File: config.mk
export PLATFORM = sky130hd
export DESIGN_NAME = mem_load_ctrl
export DESIGN_NICKNAME = d
export VERILOG_FILES = /design/src/rtl/mem_load_ctrl_pkg.sv /design/src/rtl/mem_load_ctrl_load_extend.sv /design/src/rtl/mem_load_ctrl.sv
export SDC_FILE = /design/constraint.sdc
export NUM_CORES = 1
export LEC_CHECK = 0
export BUFFER_PORTS_ARGS = -buffer_cell sky130_fd_sc_hd__buf_4
export CAP_MARGIN = 20
export CORE_MARGIN = 1
export CORE_UTILIZATION = 34
export DETAILED_ROUTE_END_ITERATION = 6
export HOLD_SLACK_MARGIN = 0.05
export PLACE_DENSITY_LB_ADDON = 0.12
export SLEW_MARGIN = 20
export SYNTH_ARGS = -nofsm -noshare
export SYNTH_HDL_FRONTEND = slang
export SYNTH_SLANG_ARGS = --single-unit
export TNS_END_PERCENT = 1
File: constraint.sdc
create_clock -name iClock -period 2.2 [get_ports iClock]
set_input_delay 0.11 -clock iClock [delete_from_list [all_inputs] [get_ports iClock]]
set_output_delay 0.11 -clock iClock [all_outputs]
set_load 0.05 [all_outputs]
File: src/rtl/mem_load_ctrl_pkg.sv
// mem_load_ctrl_pkg: shared FSM states, funct3 load encodings and split detection for the load controller
package mem_load_ctrl_pkg;
  typedef enum logic [1:0] {S_IDLE, S_READ0, S_READ1, S_DONE} state_t;
  localparam logic [2:0] F3_LB  = 3'b000;
  localparam logic [2:0] F3_LH  = 3'b001;
  localparam logic [2:0] F3_LW  = 3'b010;
  localparam logic [2:0] F3_LBU = 3'b100;
  localparam logic [2:0] F3_LHU = 3'b101;
  function automatic logic f3_valid(input logic [2:0] f3);
    return f3 inside {F3_LB, F3_LH, F3_LW, F3_LBU, F3_LHU};
  endfunction
  function automatic logic is_split(input logic [2:0] f3, input logic [1:0] off);
    return ((f3 == F3_LH || f3 == F3_LHU) && off == 2'd3) || (f3 == F3_LW && off != 2'd0);
  endfunction
endpackage

File: src/rtl/mem_load_ctrl_load_extend.sv
// load_extend: sign/zero extension of a byte-shifted load word according to funct3
module load_extend
  import mem_load_ctrl_pkg::*;
(
  input  logic [31:0] i_word,
  input  logic [2:0]  i_funct3,
  output logic [31:0] o_data
);
  always_comb
    o_data = i_funct3 == F3_LB  ? {{24{i_word[7]}}, i_word[7:0]} :
             i_funct3 == F3_LH  ? {{16{i_word[15]}}, i_word[15:0]} :
             i_funct3 == F3_LBU ? {24'd0, i_word[7:0]} :
             i_funct3 == F3_LHU ? {16'd0, i_word[15:0]} : i_word;
endmodule

File: src/rtl/mem_load_ctrl.sv
// mem_load_ctrl: load unit FSM with per-read timeout; split (misaligned) reads only with MEM_LOAD_MISALIGNED_EN
module mem_load_ctrl
  import mem_load_ctrl_pkg::*;
#(
  parameter int TIMEOUT = 16
) (
  input  logic        iClock,
  input  logic        iReset,
  input  logic        iReq,
  input  logic [31:0] iAddr,
  input  logic [2:0]  iFunct3,
  output logic        oBusy,
  output logic        oDone,
  output logic [31:0] oData,
  output logic        oMisaligned,
  output logic        oBusErr,
  output logic        oMemRead,
  output logic [31:0] oMemAddr,
  input  logic        iMemReady,
  input  logic [31:0] iMemData
);
  state_t      r_state;
  logic [2:0]  r_f3;
  logic [1:0]  r_off;
  logic [7:0]  r_cnt;
  logic [31:0] r_lo;
  logic [31:0] r_mem_addr;
  logic [31:0] r_data;
  logic        r_mis;
  logic        r_err;
  logic [31:0] w_lo;
  logic [31:0] w_word;
  logic [31:0] w_ext;
  logic        w_timeout;
  // the final word is formatted in the same cycle the last beat arrives
  assign w_lo      = r_state == S_READ0 ? iMemData : r_lo;
  assign w_word    = 32'({iMemData, w_lo} >> {r_off, 3'b000});
  assign w_timeout = !iMemReady && r_cnt == 8'(TIMEOUT - 1);
  load_extend u_ext (.i_word(w_word), .i_funct3(r_f3), .o_data(w_ext));
  always_ff @(posedge iClock)
    if (iReset) begin
      r_state    <= S_IDLE;
      r_f3       <= '0;
      r_off      <= '0;
      r_cnt      <= '0;
      r_lo       <= '0;
      r_mem_addr <= '0;
      r_data     <= '0;
      r_mis      <= 1'b0;
      r_err      <= 1'b0;
    end else begin
      case (r_state)
        S_IDLE:
          if (iReq) begin
            r_f3       <= iFunct3;
            r_off      <= iAddr[1:0];
            r_cnt      <= '0;
            r_mem_addr <= {iAddr[31:2], 2'b00};
            if (!f3_valid(iFunct3)) begin
              r_state <= S_DONE;
              r_data  <= '0;
              r_mis   <= 1'b0;
              r_err   <= 1'b0;
            end
`ifndef MEM_LOAD_MISALIGNED_EN
            else if (is_split(iFunct3, iAddr[1:0])) begin
              r_state <= S_DONE;
              r_data  <= '0;
              r_mis   <= 1'b1;
              r_err   <= 1'b0;
            end
`endif
            else r_state <= S_READ0;
          end
        S_READ0, S_READ1:
          if (iMemReady) begin
            r_lo <= iMemData;
`ifdef MEM_LOAD_MISALIGNED_EN
            if (r_state == S_READ0 && is_split(r_f3, r_off)) begin
              r_state    <= S_READ1;
              r_mem_addr <= r_mem_addr + 32'd4;
              r_cnt      <= '0;
            end else
`endif
            begin
              r_state <= S_DONE;
              r_data  <= w_ext;
              r_mis   <= 1'b0;
              r_err   <= 1'b0;
            end
          end else if (w_timeout) begin
            r_state <= S_DONE;
            r_data  <= '0;
            r_mis   <= 1'b0;
            r_err   <= 1'b1;
          end else r_cnt <= r_cnt + 8'd1;
        S_DONE:  r_state <= S_IDLE;
        default: r_state <= S_IDLE;
      endcase
    end
  assign oBusy       = r_state != S_IDLE;
  assign oDone       = r_state == S_DONE;
  assign oMemRead    = r_state == S_READ0 || r_state == S_READ1;
  assign oMemAddr    = r_mem_addr;
  assign oData       = r_data;
  assign oMisaligned = r_mis;
  assign oBusErr     = r_err;
endmodule
==> results by group <==
Finish
  – Number of inserted diodes: 0
  – NumNets Final: 888
  – Synth-to-Final Area Change: 41.87%
  – Most common cell after layout, fill and taps aside: nand2_1
  – Number of fill cells in the layout: 1,489
  – Layout cells sized above 1: 0.2626
  – Non-Filler Instances: slightly above 1,000
  – Most frequent cells in the layout: nand2_1 (185), buf_4 (147), dfxtp_1 (109)

Critical path
  – Slowest cell on crit path: or4_1
  – Setup crit start: r_state[0]
  – CP startpoint kind: flip-flop
  – Critical path class: flip-flop to flip-flop
  – Worst-path fanout max: 8
  – Crit path max-delay family: simple AND/OR/NAND/NOR gates
  – CP arrival: ~2400 ps
  – R2R Path Start: r_state[0]
  – CP Buf/Inv Count: 1
  – Reg2Reg Capture Point: r_cnt[7]
  – CP required: 2490 ps
  – CP Capture Type: flip-flop
  – Reg2reg path depth: 7
  – Crit-path cells: inv_1 > ha_2 > nand2b_1 > o21bai_2 > a21o_2 > or4_1 > a21oi_1
  – Crit-path max cell delay: 520 ps
  – Worst R2R Setup Slack: 70 ps

Timing
  – Finish-stage setup viols: 0
  – Skew final: between 6 and 7 ps
  – Slew HR: 0.6211
  – Final Hold Vio Count: 0
  – Fin crit share: 0.9690
  – F_max: 469.1 MHz
  – Fin. max-slew vios: 0
  – Final min period: 2132 ps
  – Worst-Margin Slew: 568.3 ps
  – RSZ-0062 raised after global routing: true

Synthesis
  – Predominant post-synthesis flop cell: dfxtp_1
  – Post-synthesis async set-or-reset flop share: 0
  – Post-synth EDFFs: 0
  – Synth cell types: a little over 40
  – Sequential area share after synthesis: 0.4131
  – #FFs+latches synth: 111
  – Post-Syn Instances: roughly 630
  – Yosys warns: 0
  – Mean Syn Cell Area: 8.593 um^2
  – Post-Syn Area: 5379 um^2

Route
  – Iteration-0 DRC Markers: 333
  – DR DRC count: 0
  – Antenna-violating nets left: 0
  – Routed WL: 15.85 mm
  – Drt wl/cell: 15.45 um
  – DR pass1 iterations: 5
  – Total number of vias: 5,035
  – Vias per cell: about 4.9

Clock network
  – CTS tree: built
  – Clock tree buffer depth: 2
  – H-tree depth: 3
  – Clk_lat worst skew: 350 ps
  – Clock Sinks: 111
  – Total CTS buffers: 9
  – Clock Tree Root: clkbuf_16
  – Clock slew at reported path FFs: 70 ps
  – Setup bufs post-CTS: 0

Floorplanning
  – Die X: around 130 um
  – Initial Util: 0.3512
  – Die H: 127.8 um
  – Num ports: 140
  – Rows: 45
  – Die footprint: 16,330 um^2
  – Core area: approximately 15,000 um^2

Global routing
  – GRT Overall Usage: 0.1970
  – Largest net degree at the start of global routing: between 50 and 60
  – GRT Residual Overflow: 0
  – Initial antenna violation count: 0
  – Global-route wire length before repair: 25.15 mm
  – Vias in the first global route: 4,804

Placed design
  – Detailed Place HPWL: 10.87 mm
  – Number of port buffers: 137
  – GPL Wtd Cong: approximately 0.83
  – Placed instance count: 944

Flow run
  – Max cap viols: 0

Min path
  – Hold Path Class: input pin to flip-flop
  – Hold Path Sink: oBusErr
  – Hold Path Depth: 3
  – Hold Path Origin: iMemReady

Power
  – PwrDens: roughly 1000 nW/um^2
  – Peak supply drop: 0.4640 mV
  – Total Power: between 0.007 and 0.008 W
  – Pleak: 3.080 nW

Status
  – Status: finished, final reports clean
## kinds of logic (layout without fill, tap and decap cells)
family	Yosys count	in the layout	synth area share
AOI/OAI and AO/OA	157	157	0.1717
and+or+nand+nor	225	225	0.1652
DFF	111	111	0.4131
muxes	67	67	0.1847
buffers and inverters	55	243	0.04419
adders and majority gates	6	6	0.01396
xor gates and xnor gates	4	4	0.006514
other	1	2	0.0006972
## Yosys cell counts (7+ instances only)
library cell / number / area, um^2
nand2_1: 185 / 694.4
mux4_2: 25 / 563.0
a31oi_1: 8 / 50.05
a21oi_1: 92 / 460.4
inv_1: 9 / 33.78
mux2i_1: 34 / 340.3
mux2_2: 8 / 90.09
nor2_1: 23 / 86.33
o21ai_1: 15 / 75.07
buf_2: 10 / 50.05
clkbuf_1: 29 / 108.9
a22o_1: 8 / 70.07
o21ai_0: 8 / 40.04
o211ai_1: 7 / 52.55
dfxtp_1: 111 / 2222
## worst reg2reg max path, delay by kind of cell (launching register included)
family,cells,cell delay (ps)
DFF,1,380
AOI/OAI and AO/OA,3,620
buffers and inverters,1,70
adders and majority gates,1,380
and+or+nand+nor,2,620
## per-stage QoR
| step | setup slack (ps) | utilization | hold slack [ps] | area, um^2 | TNS [ps] |
|---|---|---|---|---|---|
| 2_1_floorplan | -28.39 | - | 246.0 | 5385 | -56.78 |
| 3_3_place_gp | 111.2 | 0.4346 | 356.7 | 6656 | 0 |
| 3_5_place_dp | 13.80 | 0.4346 | 366.0 | 6656 | 0 |
| 4_1_cts | 23.37 | 0.4973 | 89.17 | 7616 | 0 |
| 5_1_grt | -38.50 | 0.4983 | 112.0 | 7631 | -38.50 |
| 6_report | 68.28 | 0.4983 | 104.2 | 7631 | 0 |
## routing by layer
layer,up-vias,wire (um),GRT usage
li1,2537,-,-
met1,2367,7801,0.2792
met2,118,7085,0.3018
met3,13,779,0.04508
met4,0,187,0.04913
met5,-,0,0
## what timing repair did
action | CTS | global route
endpoints found under the setup margin | 1 | 18
hold buffers | 67 | 0
resized for setup | 1 | 5
hold endpoints to repair | 67 | 0
pin swaps | 0 | 1
## worst max-delay path by stage
stage / end / slack (ps) / cells past startpoint
after floorplan: r_cnt[5] / -30 / 7
after global placement: r_cnt[7] / 110 / 7
after detailed placement: r_cnt[7] / 10 / 7
after CTS: oData[24] / 20 / 8
after global routing: r_cnt[7] / -40 / 7
final: r_cnt[7] / 70 / 7
## report_power, final
group,switching [W],internal (W)
combinational,0.00229,0.00151
clock,0.000760,0.000886
sequential,0.000208,0.00232
## cell type report
cell class | count | area (um^2) | area share
well taps | 211 | 264.0 | 0.03460
clock inverters | 4 | 55.05 | 0.007214
multi-input cells | 461 | 2944 | 0.3858
repair buffers | 219 | 1874 | 0.2456
flip-flops and latches | 111 | 2227 | 0.2919
inverters | 9 | 33.78 | 0.004427
clock buffers | 11 | 232.7 | 0.03050
## sequential cells by signal, summed over array words and instances, names as in the netlist
register / flops
r_cnt: 8
oMisaligned: 1
r_lo: 32
r_state: 2
oBusErr: 1
r_f3: 3
oMemAddr: 30
oData: 32
r_off: 2
Note: power is estimated with default switching activity, not from simulation.
